$ cat config.mk
export PLATFORM = sky130hd
export DESIGN_NAME = sr_piso_tx_flat
export DESIGN_NICKNAME = d
export VERILOG_FILES = /design/src/rtl/sr_piso_tx_pkg.sv /design/src/rtl/sr_piso_tx_if.sv /design/src/rtl/sr_piso_tx_tick_gen.sv /design/src/rtl/sr_piso_tx.sv /design/src/flat_wrapper.sv
export SDC_FILE = /design/constraint.sdc
export NUM_CORES = 1
export LEC_CHECK = 0
export CORE_MARGIN = 4
export CORE_UTILIZATION = 41
export CTS_CLUSTER_DIAMETER = 40
export DETAILED_ROUTE_END_ITERATION = 6
export SLEW_MARGIN = 0
export SYNTH_ARGS = -nofsm -noshare
export SYNTH_HDL_FRONTEND = slang
export SYNTH_HIERARCHICAL = 1
export SYNTH_SLANG_ARGS = --single-unit
$ cat constraint.sdc
create_clock -name CLK -period 2.8 [get_ports CLK]
set_input_delay 0.56 -clock CLK [delete_from_list [all_inputs] [get_ports CLK]]
set_output_delay 0.56 -clock CLK [all_outputs]
set_load 0.01 [all_outputs]
$ cat src/rtl/sr_piso_tx_pkg.sv
// sr_pkg: shared state encoding, divider default and counter sizing for the serial link.
package sr_pkg;
    typedef enum logic [1:0] {IDLE = 2'd0, ARM = 2'd1, SHIFT = 2'd2} state_e;
    localparam int DIV_W_DEF = 28;
    function automatic int cnt_w(input int w);
        return $clog2(w + 1);
    endfunction
endpackage

$ cat src/rtl/sr_piso_tx_if.sv
// sr_piso_tx_if: load handshake, shift enable and serial/debug outputs of the transmitter.
interface sr_piso_tx_if #(parameter int WIDTH = 4);
    logic             CE;
    logic             LOAD_VALID;
    logic             LOAD_READY;
    logic [WIDTH-1:0] D;
    logic             SLO;
    logic             BUSY;
    logic             DONE;
    logic [WIDTH-1:0] Q;
    modport master (output CE, LOAD_VALID, D, input LOAD_READY, SLO, BUSY, DONE, Q);
    modport slave  (input CE, LOAD_VALID, D, output LOAD_READY, SLO, BUSY, DONE, Q);
endinterface

$ cat src/rtl/sr_piso_tx_tick_gen.sv
// tick_gen: free-running divider producing a one-cycle enable every 2^DIV_W clocks.
module tick_gen import sr_pkg::*; #(
    parameter int DIV_W = DIV_W_DEF
) (
    input  logic CLK,
    input  logic R,
    output logic tick
);
    logic [DIV_W-1:0] div_q, div_d;
    always_comb div_d = div_q + DIV_W'(1);
    always_ff @(posedge CLK) begin
        if (R) div_q <= '0;
        else   div_q <= div_d;
    end
    assign tick = &div_q;
endmodule

$ cat src/rtl/sr_piso_tx.sv
// sr_piso_tx: parallel-in serial-out transmitter, MSB first, one bit per qualified tick period.
module sr_piso_tx import sr_pkg::*; #(
    parameter int WIDTH = 4,
    parameter int DIV_W = DIV_W_DEF
) (
    input  logic CLK,
    input  logic R,
    sr_piso_tx_if.slave bus
);
    localparam int CW = cnt_w(WIDTH);
    state_e           state_q, state_d;
    logic [WIDTH-1:0] q_q, q_d;
    logic [CW-1:0]    cnt_q, cnt_d;
    logic             slo_q, slo_d, done_q, done_d;
    logic             tick, qtick;
    tick_gen #(.DIV_W(DIV_W)) u_tick (.CLK(CLK), .R(R), .tick(tick));
    assign qtick = tick & bus.CE;
    always_comb begin
        state_d = state_q;
        q_d     = q_q;
        cnt_d   = cnt_q;
        done_d  = 1'b0;
        case (state_q)
            IDLE:  if (bus.LOAD_VALID) begin
                       q_d     = bus.D;
                       cnt_d   = CW'(WIDTH);
                       state_d = ARM;
                   end
            ARM:   if (qtick) state_d = SHIFT;
            SHIFT: if (qtick) begin
                       if (cnt_q == CW'(1)) begin
                           q_d     = '0;
                           cnt_d   = '0;
                           done_d  = 1'b1;
                           state_d = IDLE;
                       end else begin
                           q_d   = {q_q[WIDTH-2:0], 1'b0};
                           cnt_d = cnt_q - CW'(1);
                       end
                   end
            default: state_d = IDLE;
        endcase
        // SLO follows the next state so it is a clean flop output aligned with Q
        slo_d = (state_d == SHIFT) & q_d[WIDTH-1];
    end
    always_ff @(posedge CLK) begin
        if (R) begin
            state_q <= IDLE;
            q_q     <= '0;
            cnt_q   <= '0;
            slo_q   <= 1'b0;
            done_q  <= 1'b0;
        end else begin
            state_q <= state_d;
            q_q     <= q_d;
            cnt_q   <= cnt_d;
            slo_q   <= slo_d;
            done_q  <= done_d;
        end
    end
    assign bus.LOAD_READY = (state_q == IDLE);
    assign bus.BUSY       = (state_q != IDLE);
    assign bus.SLO        = slo_q;
    assign bus.DONE       = done_q;
    assign bus.Q          = q_q;
endmodule

$ cat src/flat_wrapper.sv
// flat-port wrapper written by rule: the top's interface ports become plain ports
module sr_piso_tx_flat import sr_pkg::*;
#(
    parameter int WIDTH = 4,
    parameter int DIV_W = DIV_W_DEF
)
  (CLK, R, bus_CE, bus_LOAD_VALID, bus_D, bus_LOAD_READY, bus_SLO, bus_BUSY, bus_DONE, bus_Q);
  sr_piso_tx_if #(.WIDTH(WIDTH)) bus_i ();
  input  logic CLK;
  input  logic R;
  input wire logic [$bits(bus_i.CE)-1:0] bus_CE;
  input wire logic [$bits(bus_i.LOAD_VALID)-1:0] bus_LOAD_VALID;
  input wire logic [$bits(bus_i.D)-1:0] bus_D;
  output wire logic [$bits(bus_i.LOAD_READY)-1:0] bus_LOAD_READY;
  output wire logic [$bits(bus_i.SLO)-1:0] bus_SLO;
  output wire logic [$bits(bus_i.BUSY)-1:0] bus_BUSY;
  output wire logic [$bits(bus_i.DONE)-1:0] bus_DONE;
  output wire logic [$bits(bus_i.Q)-1:0] bus_Q;
  assign bus_i.CE = bus_CE;
  assign bus_i.LOAD_VALID = bus_LOAD_VALID;
  assign bus_i.D = bus_D;
  assign bus_LOAD_READY = bus_i.LOAD_READY;
  assign bus_SLO = bus_i.SLO;
  assign bus_BUSY = bus_i.BUSY;
  assign bus_DONE = bus_i.DONE;
  assign bus_Q = bus_i.Q;
  sr_piso_tx #(.WIDTH(WIDTH), .DIV_W(DIV_W)) u_core (.CLK(CLK), .R(R), .bus(bus_i));
endmodule
Word-level counts from Yosys, hierarchy flattened
Cells that the tools add are included.
- output and inout bits: 8
- flip-flop bits (word level): 39
- logic and storage cells: 39
- eq/ne operators: 6
- reductions and logical operators: 6
- bitwise operators: 4
- add/subtract/negate cells: 2
- multiplexer cells: 14
- operators by type and width (kind ; number):
    $add A28 B1 Y28 const B ; 1
    $reduce_and A28 Y1 ; 1
    $mux W4 ; 3
    $mux W3 ; 3
    $mux W2 ; 4
    $pmux W4 S2 ; 1
    $pmux W2 S3 ; 1
    $pmux W3 S2 ; 1
    $eq A2 B2 Y1 const B ; 2
    $reduce_bool A2 Y1 ; 2
    $eq A3 B1 Y1 const B ; 1
    $reduce_and A3 Y1 ; 1
    $reduce_or A3 Y1 ; 1
    $sub A3 B1 Y3 const B ; 1
    $and A1 B1 Y1 ; 2
    $eq A2 B1 Y1 const B ; 1
    $logic_not A2 Y1 ; 1
    $ne A2 B1 Y1 const B ; 1
    $ne A2 B2 Y1 const B ; 1
    $not A1 Y1 ; 2
    $mux W1 ; 1

Depth between registers and ports, before layout
Gate-level depths: netlist (run 1).
- depth in word-level cells: 6
- mapped depth: 8

By module
The synthesis (run 1) kept the hierarchy.
- by module, submodules not included (module ; instances ; seq. area each (µm²) ; area each (µm²) ; cells an instance):
    tick_gen ; 1 ; 560.5 ; 1377.6 ; 152
    sr_piso_tx ; 1 ; 220.2 ; 561.8 ; 62

Worst setup path before layout (run 1)
OpenSTA, ideal clock, no wires.
- kind: reg-to-reg
- start point: reg u_core.u_tick.div_q[0]
- end point: reg u_core.slo_q, in the netlist u_core/bus.SLO
- arrival: 2.036 ns
- slack: 0.669 ns
- period minus slack after synthesis: 2.131 ns
- cell stages (with the launch flop): 9
- path through: dfxtp_1 ha_1 nand4_1 nor2_1 nand3_1 nor3_1 and4b_1 a32oi_1 a221oi_1
- longest elaborated chain between the ends: 6
- elaborated cells between the ends (all ways): 9
- those cells by class: 1 x eq/ne; 5 x mux; 2 x bitwise; 1 x reduce/logical
- RTL lines (element ; line ; source):
    from (decl) ; sr_piso_tx_tick_gen.sv:9 ; logic [DIV_W-1:0] div_q, div_d;
    from (signal assigned) ; sr_piso_tx_tick_gen.sv:13 ; else div_q <= div_d;
    $reduce_and A28 Y1 (*) ; sr_piso_tx_tick_gen.sv:15 ; assign tick = &div_q;
    via u_core.tick ; sr_piso_tx.sv:15 ; logic tick, qtick;
    $and A1 B1 Y1 (*) ; sr_piso_tx.sv:17 ; assign qtick = tick & bus.CE;
    $mux W2, on equally long branches ; sr_piso_tx.sv:30, sr_piso_tx.sv:29 ;
    $pmux W2 S3 ; sr_piso_tx.sv:23 ; case (state_q)
    $eq A2 B2 Y1 ; sr_piso_tx.sv:44 ; slo_d = (state_d == SHIFT) & q_d[WIDTH-1];
    $and A1 B1 Y1 (*) ; sr_piso_tx.sv:44 ;
    to (signal assigned) ; sr_piso_tx.sv:57 ; slo_q <= slo_d;
    to (decl) ; sr_piso_tx.sv:14 ; logic slo_q, slo_d, done_q, done_d;
Mark *: on every way through the listed nets, which the timed path passes. The rest lies on a longest branch. The select of a mux whose other input is x is not followed.
A chain may end at the register's enable or synchronous reset.

Worst setup path after layout (run 1)
- start point: reg u_core.u_tick.div_q[19]
- end point: reg u_core.slo_q, in the netlist u_core/bus.SLO
The elaborated chain is that of the path after synthesis.

==> load_flow_metrics.sql, run 1 <==
INSERT INTO impl_metrics (metric_group, metric, value, unit) VALUES
('run_status', 'run_status', 'finished, final reports clean', ''),
('synthesis', 'synth_compound_gate_area_share', '13.0', '%'),
('clock_tree', 'cts_tree', 'done', ''),
('floorplanning', 'initial_utilization', '43.3', '%'),
('critical_path', 'crit_path_max_fanout', '7', ''),
('critical_path', 'timing.critical_path.required', '3.00', 'ns'),
('power', 'power.static_leakage', '0.000753', 'uW'),
('synthesis', 'ys_async_sr_fraction', '0', '%'),
('synthesis', 'synth_cell_type_count', '51', ''),
('routing', 'drt_iter0_markers', '70', ''),
('layout', 'filler_cell_count', '434', ''),
('worst_hold_path', 'hold_path_class', 'register to register', ''),
('clock_tree', 'cts.reportedPaths.clkPinSlew', '0.07', 'ns'),
('synthesis', 'netlist_top_cells_area', 'dfxtp_1, nor2_1, a21oi_1', ''),
('synthesis', 'muxShareOfSynthArea', '1.16', '%'),
('clock_tree', 'postCtsSetupBuffers', '0', ''),
('synthesis', 'avgSynthCellArea', '9.06', 'sq um'),
('synthesis', 'netlist.top_cell.by_area', 'dfxtp_1', ''),
('synthesis', 'post-synth-top-area-fraction', '40.3', '%'),
('synthesis', 'synthFlopType', 'dfxtp_1', ''),
('global_routing', 'grt_max_degree', '43', ''),
('floorplanning', 'fp.dieW', '76.8', 'um'),
('floorplanning', 'die_height', '76.8', 'um'),
('synthesis', 'post_synth_instance_area', '1940', 'sq um'),
('placement', 'buffer_ports.inserted', '15', ''),
('critical_path', 'worstReg2RegStart', 'u_core/u_tick/div_q[19]$_SDFF_PP0_', ''),
('synthesis', 'main_combinational_cell_family_by_area_after_synthesis', 'simple AND/OR/NAND/NOR gates', ''),
('synthesis', 'netlist_top_cells_count', 'dfxtp_1, nor2_1, a21oi_1', ''),
('critical_path', 'r2r_end', 'u_core/bus.SLO$_SDFF_PP0_', ''),
('routing', 'detail_routed_net_length_per_standard_cell', '13.7', 'um'),
('synthesis', 'post_synth_fa_ha_maj_area_fraction', '1.94', '%'),
('critical_path', 'worst-endpoint-arrival', '2.49', 'ns'),
('layout', 'ratio_of_cells_with_drive_above_1_in_the_final_layout', '10.4', '%'),
('routing', 'dr_total_vias', '1591', ''),
('timing', 'post-route-period-util', '81.7', '%'),
('synthesis', 'yosysMostFrequentCell', 'dfxtp_1', ''),
('routing', 'route.detailed.vias_per_inst', '5.62', ''),
('global_routing', 'antenna_found_initial', '0', ''),
('placement', 'gp_routability_congestion', '0.778', ''),
('routing', 'number_of_nets_with_antenna_violations_after_detailed_routing', '0', ''),
('global_routing', 'grt_pass1_wl', '6800', 'um'),
('layout', 'seq_area', '781', 'sq um'),
('critical_path', 'critical_path.slowest_cell', 'dfxtp_1', ''),
('floorplanning', 'ioPinCount', '16', ''),
('worst_hold_path', 'hp-start', 'u_core/cnt_q[1]$_SDFFE_PP0P_', ''),
('synthesis', 'yosys.area_share.simple', '33.1', '%'),
('layout', 'final_nets', '241', ''),
('synthesis', 'synth-edff-count', '0', ''),
('critical_path', 'critical-path-top-cell-by-count', 'and4_1', ''),
('clock_tree', 'postCtsResizedCells', '0', ''),
('critical_path', 'path_class', 'register to register', ''),
('critical_path', 'cpPeakStageDelay', '0.42', 'ns'),
('synthesis', 'yosys_register_bits', '39', ''),
('synthesis', 'synth_cells', '214', ''),
('timing', 'setup_tns', '0', 'ns'),
('timing', 'slew_headroom', '61.4', '%'),
('critical_path', 'cp-end-kind', 'register', ''),
('placement', 'dpl.hpwl', '2620', 'um'),
('power', 'peak_ir_drop_on_the_vdd_network', '206', 'uV'),
('timing', 'grt_setup_unrepaired', 'no', ''),
('critical_path', 'setup.reg_to_reg.worst_slack', '0.51', 'ns'),
('critical_path', 'startpoint_class_of_the_critical_path', 'register', ''),
('clock_tree', 'clock-root-buffer', 'clkbuf_8', ''),
('clock_tree', 'cts_hold_buf', '0', ''),
('routing', 'detail_route.wirelength', '3880', 'um'),
('timing', 'post-route-min-period', '2.29', 'ns'),
('critical_path', 'reg2reg_depth', '7', ''),
('synthesis', 'register_area_share_after_synthesis', '40.3', '%'),
('global_routing', 'grt_overflow', '0', ''),
('timing', 'setup_violations', '0', ''),
('clock_tree', 'clk-insertion-delay-late', '0.29', 'ns');
[critical path, delay by kind of cell, from the launching register on]
| kind | cells | cell delay (ns) |
|---|---|---|
| flops | 1 | 0.42 |
| compound gates | 2 | 0.38 |
| simple gates | 5 | 1.38 |
[layout make-up]
cell class	instances	share of cell area [%]
well taps	52	2.93
flip-flops and latches	39	35.1
clock buffers	5	3.10
inverters	8	1.35
repair buffers	17	7.99
clock inverters	3	0.675
multi-input cells	159	48.8
[power by group]
group	leakage, uW	internal, uW	switching, uW
logic	0.000390	33.3	28.3
registers	0.000316	564	10.2
clock network	0.0000477	170	190
[logic make-up (layout without fill, tap and decap cells)]
group | count (synthesis) | after routing
xor gates and xnor gates | 15 | 15
AOI/OAI and AO/OA | 40 | 40
adders and majority gates | 3 | 3
buffers and inverters | 16 | 33
DFF | 39 | 39
muxes | 2 | 2
and+or+nand+nor | 99 | 99
[how the worst max path moves through the flow]
stage                                             from                   endpoint
floorplan            u_core/u_tick/div_q[0]$_SDFF_PP0_  u_core/bus.SLO$_SDFF_PP0_
global placement     u_core/u_tick/div_q[0]$_SDFF_PP0_  u_core/bus.SLO$_SDFF_PP0_
detailed placement  u_core/u_tick/div_q[19]$_SDFF_PP0_  u_core/bus.SLO$_SDFF_PP0_
CTS                  u_core/u_tick/div_q[0]$_SDFF_PP0_  u_core/bus.SLO$_SDFF_PP0_
global route         u_core/u_tick/div_q[0]$_SDFF_PP0_  u_core/bus.SLO$_SDFF_PP0_
finish              u_core/u_tick/div_q[19]$_SDFF_PP0_  u_core/bus.SLO$_SDFF_PP0_
[stage by stage]
stage	std cells	worst slack [ns]	area, sq um	hold slack (ns)	util (%)
after global routing	283	0.284	2220	0.495	49.7
after global placement	275	0.614	2140	0.460	47.8
after CTS	283	0.519	2220	0.480	49.7
final	283	0.513	2220	0.474	49.7
after floorplan	214	0.669	1940	0.438	-
after detailed placement	275	0.556	2140	0.468	47.8
[flip-flops by register name (all words and copies together), names as in the netlist]
name,count
u_core/bus.Q,4
u_core/u_tick/div_q,28
u_core/state_q,2
u_core/bus.DONE,1
u_core/cnt_q,3
u_core/bus.SLO,1
[placed cells by master, fill, tap and decap left out, drive strengths merged, types with 6 or more instances in the layout]
cell,netlist,layout
nand3,17,17
xnor2,7,7
and4,7,7
o21ai,9,9
dfxtp,39,39
clkdlybuf4s50,0,15
inv,8,8
nor2,23,23
nand4,11,11
xor2,8,8
nor4,6,6
nand2,7,7
a21oi,17,17
[routing by layer]
| metal | vias to the layer above | share of wire [%] | track usage (%) | routed length [um] |
|---|---|---|---|---|
| met1 | 728 | 48 | 17.5 | 1880 |
| li1 | 819 | - | - | - |
| met4 | 0 | 1.4 | 5.62 | 54 |
| met2 | 36 | 45 | 22.6 | 1760 |
| met5 | - | 0 | 0 | 0 |
| met3 | 8 | 4.8 | 3.86 | 188 |
No activity file was read; power rests on OpenSTA's default activity.
==> run 2, diff against run 1 <==
Clock period 2.8 ns to 2.05 ns, I/O delays scaled along.
==> load_flow_metrics.sql, run 2 (synthesized netlist as in run 1, its figures left out) <==
INSERT INTO impl_metrics (metric_group, metric, value, unit) VALUES
('layout', 'mostFrequentLayoutCell', 'dfxtp_1', ''),
('timing', 'tightestPinTransition', '0.614', 'ns'),
('routing', 'dr.pass1.iters', '4', ''),
('placement', 'post_placement_cell_area', '2270', 'sq um'),
('run_status', 'run_status', 'finished, final reports clean', ''),
('clock_tree', 'clock-sinks', '39', ''),
('run', 'drv_cap', '0', ''),
('placement', 'gp_routability_congestion', '0.814', ''),
('layout', 'filler_cell_count', '409', ''),
('layout', 'ratio_of_cells_with_drive_above_1_in_the_final_layout', '22.8', '%'),
('critical_path', 'cpPeakStageDelay', '0.36', 'ns'),
('layout', 'num_antenna_cells', '0', ''),
('global_routing', 'antenna_found_initial', '0', ''),
('placement', 'dpl.hpwl', '3010', 'um'),
('clock_tree', 'tritoncts.num_buffers', '5', ''),
('routing', 'number_of_nets_with_antenna_violations_after_detailed_routing', '0', ''),
('global_routing', 'grt.total_usage', '14.8', '%'),
('placement', 'buffer_ports.inserted', '15', ''),
('global_routing', 'grt_pass1_wl', '7200', 'um'),
('critical_path', 'timing.critical_path.required', '2.26', 'ns'),
('routing', 'dr_total_vias', '1707', ''),
('clock_tree', 'clk-insertion-delay-late', '0.30', 'ns'),
('critical_path', 'worst_path_dominant_cell_family', 'simple AND/OR/NAND/NOR gates', ''),
('critical_path', 'worstReg2RegStart', 'u_core/u_tick/div_q[22]$_SDFF_PP0_', ''),
('floorplanning', 'fp.dieW', '76.8', 'um'),
('timing', 'timing.fmax', '506', 'MHz'),
('critical_path', 'r2r_end', 'u_core/bus.SLO$_SDFF_PP0_', ''),
('layout', 'synthToLayoutAreaGrowth', '27.1', '%'),
('routing', 'route.detailed.vias_per_inst', '5.65', ''),
('clock_tree', 'cts_buffer_depth', '2', ''),
('global_routing', 'grt_max_degree', '43', ''),
('critical_path', 'worst_setup_path_startpoint', 'u_core/u_tick/div_q[22]$_SDFF_PP0_', ''),
('layout', 'final_nets', '260', ''),
('timing', 'finalHoldViolCount', '0', ''),
('floorplanning', 'ioPinCount', '16', ''),
('layout', 'registers.top_by_ff_count', 'u_core/u_tick/div_q', ''),
('routing', 'drc', '0', ''),
('floorplanning', 'initial_utilization', '43.3', '%'),
('layout', 'most_frequent_cells_in_the_layout', 'dfxtp_1, nor2_1, buf_4', ''),
('timing', 'slew_headroom', '58.7', '%'),
('critical_path', 'cp-end-kind', 'register', ''),
('timing', 'post-route-period-util', '96.5', '%'),
('timing', 'setup_violations', '0', ''),
('timing', 'grt_setup_unrepaired', 'yes', ''),
('critical_path', 'critical_path.slowest_cell', 'dfxtp_1', ''),
('worst_hold_path', 'hold_path_class', 'register to register', ''),
('timing', 'setup_tns', '0', 'ns'),
('global_routing', 'grt_overflow', '0', ''),
('floorplanning', 'std_cell_rows', '24', ''),
('floorplanning', 'core', '4470', 'sq um'),
('critical_path', 'worst-endpoint-arrival', '2.18', 'ns'),
('critical_path', 'startpoint_class_of_the_critical_path', 'register', ''),
('floorplanning', 'die_height', '76.8', 'um'),
('layout', 'final_design_area_no_fill', '2460', 'sq um'),
('power', 'peak_ir_drop_on_the_vdd_network', '531', 'uV'),
('clock_tree', 'clock-root-buffer', 'clkbuf_8', ''),
('clock_tree', 'htreeDepth', '2', ''),
('critical_path', 'crit_chain', 'and4_1 > and4_2 > nand3_2 > nor3_4 > and4b_2 > a32oi_1 > a221oi_2', ''),
('critical_path', 'crit_path_max_fanout', '5', ''),
('critical_path', 'crit_cells', '7', ''),
('floorplanning', 'floorplan.die_area', '5890', 'sq um'),
('critical_path', 'timing.critical_path.to', 'u_core/bus.SLO$_SDFF_PP0_', ''),
('global_routing', 'first_global_vias', '1543', ''),
('power', 'power.static_leakage', '0.000888', 'uW'),
('power', 'pwr_density_cell', '631', 'nW/um^2'),
('routing', 'detail_routed_net_length_per_standard_cell', '14.7', 'um'),
('timing', 'timing.clock.skew', '0.0100', 'ns'),
('clock_tree', 'cts_tree', 'done', ''),
('critical_path', 'setup.reg_to_reg.worst_slack', '0.07', 'ns'),
('layout', 'max_reg_flops', '28', ''),
('routing', 'drt_iter0_markers', '88', ''),
('critical_path', 'reg2reg_depth', '7', ''),
('clock_tree', 'cts.reportedPaths.clkPinSlew', '0.09', 'ns'),
('critical_path', 'path_class', 'register to register', ''),
('critical_path', 'timing.critical_path.buf_inv', '0', ''),
('timing', 'post-route-min-period', '1.98', 'ns'),
('routing', 'detail_route.wirelength', '4430', 'um'),
('timing', 'drv_slew', '0', '');
[run 2: changes by cell type in the layout (fill, tap and decap cells not counted), sizes merged]
| cell | change |
|---|---|
| buf | +19 |
| bufinv | +1 |
| clkinv | -2 |
| inv | +1 |
[run 2: cell type report]
class	instances	area [sq um]	area share, %
Clock buffer	5	68.8	2.79
Multi-Input combinational cell	159	1140	46.4
Inverter	8	30.0	1.22
Timing Repair Buffer	36	324	13.1
Sequential cell	39	785	31.8
Clock inverter	3	47.5	1.93
Tap cell	52	65.1	2.64
[run 2: what timing repair did]
item | 4_1_cts | 5_1_grt
buffers inserted | 0 | 2
setup endpoints to repair | 1 | 7
resized for setup | 1 | 17
pin swaps | 0 | 10
endpoints found under the hold margin | 0 | 0
hold buffers | 0 | 0
[run 2: layer usage]
| metal | track usage [%] | up-vias | share of wire (%) |
|---|---|---|---|
| met5 | 0 | - | 0 |
| met4 | 3.80 | 0 | 0.43 |
| met3 | 4.68 | 2 | 3.1 |
| met2 | 24.4 | 21 | 49 |
| met1 | 18.5 | 826 | 47 |
| li1 | - | 858 | - |
[run 2: worst min-delay path by stage]
stage | from | to | slack, ns | cells past startpoint
CTS | u_core/cnt_q[1]$_SDFFE_PP0P_ | u_core/cnt_q[1]$_SDFFE_PP0P_ | 0.48 | 2
detailed placement | u_core/cnt_q[1]$_SDFFE_PP0P_ | u_core/cnt_q[1]$_SDFFE_PP0P_ | 0.46 | 2
finish | u_core/cnt_q[1]$_SDFFE_PP0P_ | u_core/cnt_q[1]$_SDFFE_PP0P_ | 0.48 | 2
floorplan | u_core/u_tick/div_q[0]$_SDFF_PP0_ | u_core/u_tick/div_q[0]$_SDFF_PP0_ | 0.44 | 1
global placement | u_core/cnt_q[1]$_SDFFE_PP0P_ | u_core/cnt_q[1]$_SDFFE_PP0P_ | 0.47 | 2
global route | u_core/u_tick/div_q[20]$_SDFF_PP0_ | u_core/u_tick/div_q[20]$_SDFF_PP0_ | 0.52 | 2
[run 2: worst min-delay path, cell delays in order, from the launching register on]
cell	delay (ns)
dfxtp_1	0.32
nand3_1	0.08
a21oi_2	0.05
[run 2: stage by stage]
stage	util (%)	hold WS [ns]	worst slack, ns	power (uW)	std cells
5_1_grt	55.1	0.521	-0.0892	1630	302
3_5_place_dp	50.8	0.463	0.0388	899	292
4_1_cts	53.5	0.480	0.0243	1570	300
3_3_place_gp	50.8	0.467	0.131	899	292
2_1_floorplan	-	0.438	0.0707	843	214
6_report	55.1	0.480	0.0719	1560	302
[run 2: power by group]
group          internal, uW  switching, uW  leakage, uW
clock network           369            297    0.0000587
logic                  58.5           51.1     0.000512
registers               770           10.1     0.000317
==> run 3, diff against run 2 <==
Settings changed: CORE_MARGIN 4 to default.
==> load_flow_metrics.sql, run 3 (synthesized netlist as in run 1, its figures left out) <==
INSERT INTO impl_metrics (metric_group, metric, value, unit) VALUES
('timing', 'fin_hold_ws', '0.477', 'ns'),
('clock_tree', 'cts_hold_buf', '0', ''),
('timing', 'timing.clock.skew', '0.0123', 'ns'),
('routing', 'detail_route.wirelength', '3950', 'um'),
('power', 'pwr_density_cell', '641', 'nW/um^2'),
('run', 'drv_cap', '0', ''),
('floorplanning', 'ioPinCount', '16', ''),
('floorplanning', 'floorplan.die_area', '5010', 'sq um'),
('power', 'peak_ir_drop_on_the_vdd_network', '337', 'uV'),
('timing', 'timing.fmax', '505', 'MHz'),
('global_routing', 'grt.total_usage', '17.6', '%'),
('timing', 'post-route-period-util', '96.6', '%'),
('global_routing', 'first_global_vias', '1510', ''),
('routing', 'number_of_nets_with_antenna_violations_after_detailed_routing', '0', ''),
('critical_path', 'timing.critical_path.required', '2.26', 'ns'),
('power', 'power.static_leakage', '0.000867', 'uW'),
('floorplanning', 'std_cell_rows', '24', ''),
('timing', 'finalHoldViolCount', '0', ''),
('layout', 'ratio_of_cells_with_drive_above_1_in_the_final_layout', '17.4', '%'),
('placement', 'pre_cts_setup_slack', '0.102', 'ns'),
('timing', 'tightestPinTransition', '0.563', 'ns'),
('timing', 'final.setup.worst_slack', '0.0704', 'ns'),
('critical_path', 'startpoint_class_of_the_critical_path', 'register', ''),
('global_routing', 'antenna_found_initial', '0', ''),
('routing', 'route.detailed.vias_per_inst', '5.47', ''),
('floorplanning', 'core', '4440', 'sq um'),
('global_routing', 'grt_pass1_wl', '6910', 'um'),
('layout', 'num_antenna_cells', '0', ''),
('routing', 'dr.pass1.iters', '6', ''),
('layout', 'registers.top_by_ff_count', 'u_core/u_tick/div_q', ''),
('layout', 'finalNonFillerCells', '299', ''),
('layout', 'max_reg_flops', '28', ''),
('routing', 'drt_iter0_markers', '149', ''),
('placement', 'gp_routability_congestion', '0.784', ''),
('floorplanning', 'die_height', '70.8', 'um'),
('clock_tree', 'clock-sinks', '39', ''),
('critical_path', 'worst-endpoint-arrival', '2.19', 'ns'),
('routing', 'detail_routed_net_length_per_standard_cell', '13.2', 'um'),
('global_routing', 'grt_overflow', '0', ''),
('clock_tree', 'clock-root-buffer', 'clkbuf_8', ''),
('floorplanning', 'initial_utilization', '43.6', '%'),
('layout', 'synthToLayoutAreaGrowth', '23.4', '%'),
('critical_path', 'cp-end-kind', 'register', ''),
('run_status', 'run_status', 'finished, final reports clean', ''),
('timing', 'slew_headroom', '62.2', '%'),
('layout', 'mostFrequentLayoutCell', 'dfxtp_1', ''),
('routing', 'dr_total_vias', '1636', ''),
('layout', 'final_nets', '257', ''),
('layout', 'most_frequent_cells_in_the_layout', 'dfxtp_1, nor2_1, buf_4', ''),
('timing', 'post-route-min-period', '1.98', 'ns'),
('placement', 'buffer_ports.inserted', '15', ''),
('timing', 'drv_slew', '0', ''),
('clock_tree', 'clk-insertion-delay-late', '0.29', 'ns'),
('placement', 'place_inst', '290', ''),
('clock_tree', 'htreeDepth', '2', ''),
('critical_path', 'crit_path_max_fanout', '5', ''),
('global_routing', 'grt_max_degree', '43', ''),
('worst_hold_path', 'hold_path_class', 'register to register', ''),
('clock_tree', 'cts.reportedPaths.clkPinSlew', '0.08', 'ns'),
('routing', 'drc', '0', ''),
('floorplanning', 'fp.dieW', '70.8', 'um'),
('clock_tree', 'cts_buffer_depth', '2', ''),
('clock_tree', 'cts_tree', 'done', ''),
('clock_tree', 'tritoncts.num_buffers', '5', ''),
('placement', 'dpl.hpwl', '2780', 'um'),
('timing', 'setup_violations', '0', ''),
('critical_path', 'path_class', 'register to register', '');
run 3: critical path: stages, from the launching register on:
cell      delay [ns]
dfxtp_1         0.37
and4_1          0.25
and4_4          0.26
nand3_1         0.13
nor3_4          0.26
and4b_1         0.26
a32oi_1         0.13
a221oi_1        0.24
run 3: area by class of cell:
| cell class | count | area (sq um) |
|---|---|---|
| fill | 420 | 2050 |
| multi-input combinational | 159 | 1100 |
| sequential | 39 | 781 |
| timing repair buffer | 33 | 298 |
| clock buffer | 6 | 82.6 |
| tap | 52 | 65.1 |
| clock inverter | 2 | 35.0 |
| inverter | 8 | 30.0 |
run 3: timing repair:
action	4_1_cts	5_1_grt
endpoints found under the setup margin	0	4
endpoints found under the hold margin	0	0
setup buffers	0	1
gates resized for setup	0	2
run 3: routing by layer:
metal	share of wire [%]	vias to the layer above	GRT usage, %
met5	0	-	0
met4	1.4	0	5.56
met3	3.9	6	4.99
met2	46	32	28.0
met1	49	738	23.3
li1	-	860	-
run 3: path summary, 6_finish.rpt:
kind | from | end | slack, ns | cells after the start
setup / recovery | u_core/u_tick/div_q[19]$_SDFF_PP0_ | u_core/bus.SLO$_SDFF_PP0_ | 0.07 | 7
hold / removal | u_core/cnt_q[1]$_SDFFE_PP0P_ | u_core/cnt_q[1]$_SDFFE_PP0P_ | 0.48 | 2
setup reg to reg | u_core/u_tick/div_q[19]$_SDFF_PP0_ | u_core/bus.SLO$_SDFF_PP0_ | 0.07 | 7
hold reg to reg | u_core/cnt_q[1]$_SDFFE_PP0P_ | u_core/cnt_q[1]$_SDFFE_PP0P_ | 0.48 | 2
run 3: through the flow:
stage	total power, uW	cell area [sq um]	util (%)	setup TNS, ns
floorplan	843	1950	-	0
global placement	893	2260	50.8	0
detailed placement	893	2260	50.8	0
CTS	1550	2380	53.5	0
global route	1600	2390	53.9	-0.0285
finish	1530	2390	53.9	0
run 3: power breakdown:
part	total, uW	switching, uW	leakage [uW]	internal (uW)
registers	781	11.3	0.000316	770
clock network	660	266	0.0000612	394
logic	93.5	42.2	0.000490	51.3
==> variant (config.mk and constraints of run 3) <==
`WIDTH` is set to 4 in 3 places; all go to 6.
--- a/src/rtl/sr_piso_tx_if.sv
+++ b/src/rtl/sr_piso_tx_if.sv
@@ -1,3 +1,3 @@
 // sr_piso_tx_if: load handshake, shift enable and serial/debug outputs of the transmitter.
-interface sr_piso_tx_if #(parameter int WIDTH = 4);
+interface sr_piso_tx_if #(parameter int WIDTH = 6);
     logic             CE;
--- a/src/rtl/sr_piso_tx.sv
+++ b/src/rtl/sr_piso_tx.sv
@@ -2,3 +2,3 @@
 module sr_piso_tx import sr_pkg::*; #(
-    parameter int WIDTH = 4,
+    parameter int WIDTH = 6,
     parameter int DIV_W = DIV_W_DEF
--- a/src/flat_wrapper.sv
+++ b/src/flat_wrapper.sv
@@ -3,3 +3,3 @@
 #(
-    parameter int WIDTH = 4,
+    parameter int WIDTH = 6,
     parameter int DIV_W = DIV_W_DEF
Interface: changed (resized bus_D and bus_Q); port bits go from 16 to 20. No check against the original RTL was run, so the function may have changed too.
==> variant against run 3 <==
  * Routed wire length rose by 12%
  * Non-clock buffer count grew 14
  * Combinational power rose by 32%
  * Critical path type unchanged
  * Synthesized cell count up 2.3%
  * Critical path depth grew 1
  * Sequential share of layout area decreased by 0.96 points
  * Cell area grew 9.3%
  * The flow now finishes with violations (design-rule violations)
  * Via count rose by 9.2%
  * Sequential cell count up 2
  * Worst setup slack got worse by 0.053 ns
  * Area after synthesis is 1.7% higher
  * Total power increased by 12%
==> variant: results (changes against run 3) <==
- Tightest slew margin relative to the limit: 0.711 (+0.0891)
- Global routing usage summed across all routing layers: 0.191 (+0.0146)
- In this run the critical register-to-register path is captured at u_core/cnt_q[0].
- The final routed DRC violation total came to 2 (+2).
- Global-route wire length before repair: 7630 um (+10%)
- The fill cell instance count of the final layout was 405 (-3.6%).
- The post-route fraction of the period consumed by the critical path came to 0.992 (+0.0260).
* Run status: finished, violations left
- Initial DRC count: 112 (-25%)
* Worst-case register-to-register setup slack: 0.02 ns (-0.05 ns)
* Number of global-route vias before repair: 1633 (+8.1%)
- The layout net count came to 281 (+9.3%).
- The critical-path maximum fanout is 7 (+2).
* Arithmetic-cell share of the synthesized area counting full adders, half adders and majority gates: 0.0190 (-0.000331)
- The number of flip-flops under the largest register name was 28 (unchanged).
- Type of the worst setup path: flip-flop to flip-flop
- Worst VDD drop: 402 uV (+19%)
- HPWL after detailed placement: 3180 um (+15%)
* Most instantiated cells after synthesis: 41 x sky130_fd_sc_hd__dfxtp_1, 30 x sky130_fd_sc_hd__nor2_1, 16 x sky130_fd_sc_hd__a21oi_1
* Gp weighted congestion: 0.801 (+2.3%)
* Via density: 5.56 (+1.7%)
- Arrival time at the worst endpoint: 2.26 ns (+0.07 ns)
- The routed wire length per instance is 13.8 um (+4.4%).
* Compound-Gate Fraction of Synth Area: 0.126 (-0.00477)
- Synthesized-area fraction occupied by xor and xnor cells: 0.0666 (-0.00116)
- The final reports fail on design-rule violations.
- The post-synthesis net count is 232 (+3.1%).
- The leakage power summed over all cells came to 0.990 nW (+14%).
* Largest net degree at the start of global routing: 19 (-56%)
- Root Driver: sky130_fd_sc_hd__clkbuf_8
- Post-synthesis mux area share: 0.0114 (-0.000199)
- The layout cell share with drive strength beyond 1 came to 0.249 (+0.0750).
* Depth of the most critical reg-to-reg path: 8 (+1)
- Hold path startpoint: u_core/cnt_q[1]
- Sequential share of the synthesized area: 0.416 (+0.0134)
* PortBufs: 19 (+4)
- Cell types occupying the most area after synthesis: sky130_fd_sc_hd__dfxtp_1 42%, sky130_fd_sc_hd__nor2_1 5.7%, sky130_fd_sc_hd__a21oi_1 4.1%, sky130_fd_sc_hd__xor2_1 3.6%, sky130_fd_sc_hd__nand4_1 3.2%
- Count of different cell masters after synthesis: 48 (-5.9%)
* Worst clock skew on the final layout: 0.00574 ns (-0.00659 ns)
* Setup slack at placement: -0.000637 ns (-0.103 ns)
-- variant: through the flow --
| stage | TNS, ns | utilization | hold slack, ns | area (um2) | instances |
|---|---|---|---|---|---|
| 2_1_floorplan | -0.0219 | - | 0.432 | 2000 | 219 |
| 3_3_place_gp | 0 | 0.546 | 0.441 | 2440 | 313 |
| 3_5_place_dp | -0.000637 | 0.546 | 0.447 | 2440 | 313 |
| 4_1_cts | 0 | 0.577 | 0.458 | 2580 | 321 |
| 5_1_grt | -0.275 | 0.585 | 0.505 | 2620 | 321 |
| 6_report | 0 | 0.585 | 0.455 | 2620 | 321 |
-- variant: layer usage --
metal  vias to the layer above  track usage  routed length (um)
met5                         -            0                   0
met2                        32        0.286                1940
met4                         0       0.0600                  54
met3                         5       0.0478                 184
li1                        903            -                   -
met1                       846        0.270                2250
-- variant: logic make-up after synthesis --
kind of cell	after synthesis
AOI/OAI and AO/OA	39
xor gates and xnor gates	15
adders and majority gates	3
buffers and inverters	15
DFF	41
muxes	2
and+or+nand+nor	104
-- variant: area by class of cell --
class                      count  area, um2  area share
multi-input combinational    163       1150       0.440
inverter                      10       37.5      0.0143
sequential                    41        828       0.317
clock buffer                   5       68.8      0.0263
tap                           52       65.1      0.0249
timing repair buffer          47        400       0.153
clock inverter                 3       65.1      0.0249
-- variant: how the worst min path moves through the flow --
stage | end | slack, ns | depth (start not counted)
5_1_grt | u_core/cnt_q[1] | 0.51 | 2
2_1_floorplan | u_core/cnt_q[1] | 0.43 | 2
3_5_place_dp | u_core/cnt_q[1] | 0.45 | 2
4_1_cts | u_core/cnt_q[1] | 0.46 | 2
6_report | u_core/cnt_q[1] | 0.46 | 2
3_3_place_gp | u_core/cnt_q[1] | 0.44 | 2
-- variant: where the power goes --
part | total [mW] | switching, mW | internal, mW
sequential | 0.827 | 0.0143 | 0.813
combinational | 0.123 | 0.0553 | 0.0676
clock | 0.765 | 0.282 | 0.484
-- variant: critical path: stages, from the launching register on --
cell                      delay, ns
sky130_fd_sc_hd__dfxtp_2       0.34
sky130_fd_sc_hd__and4_4        0.21
sky130_fd_sc_hd__and4_4        0.23
sky130_fd_sc_hd__nand3_2       0.09
sky130_fd_sc_hd__nor3_4        0.21
sky130_fd_sc_hd__nand3_2       0.10
sky130_fd_sc_hd__a21o_4        0.24
sky130_fd_sc_hd__or4_4         0.42
sky130_fd_sc_hd__a21oi_2       0.12
-- variant: timing repair --
item                                   4_1_cts  5_1_grt
hold buffers                                 0        0
setup endpoints to repair                    1        8
endpoints found under the hold margin        0        0
gates resized for setup                      1       11
pin swaps                                    6        4
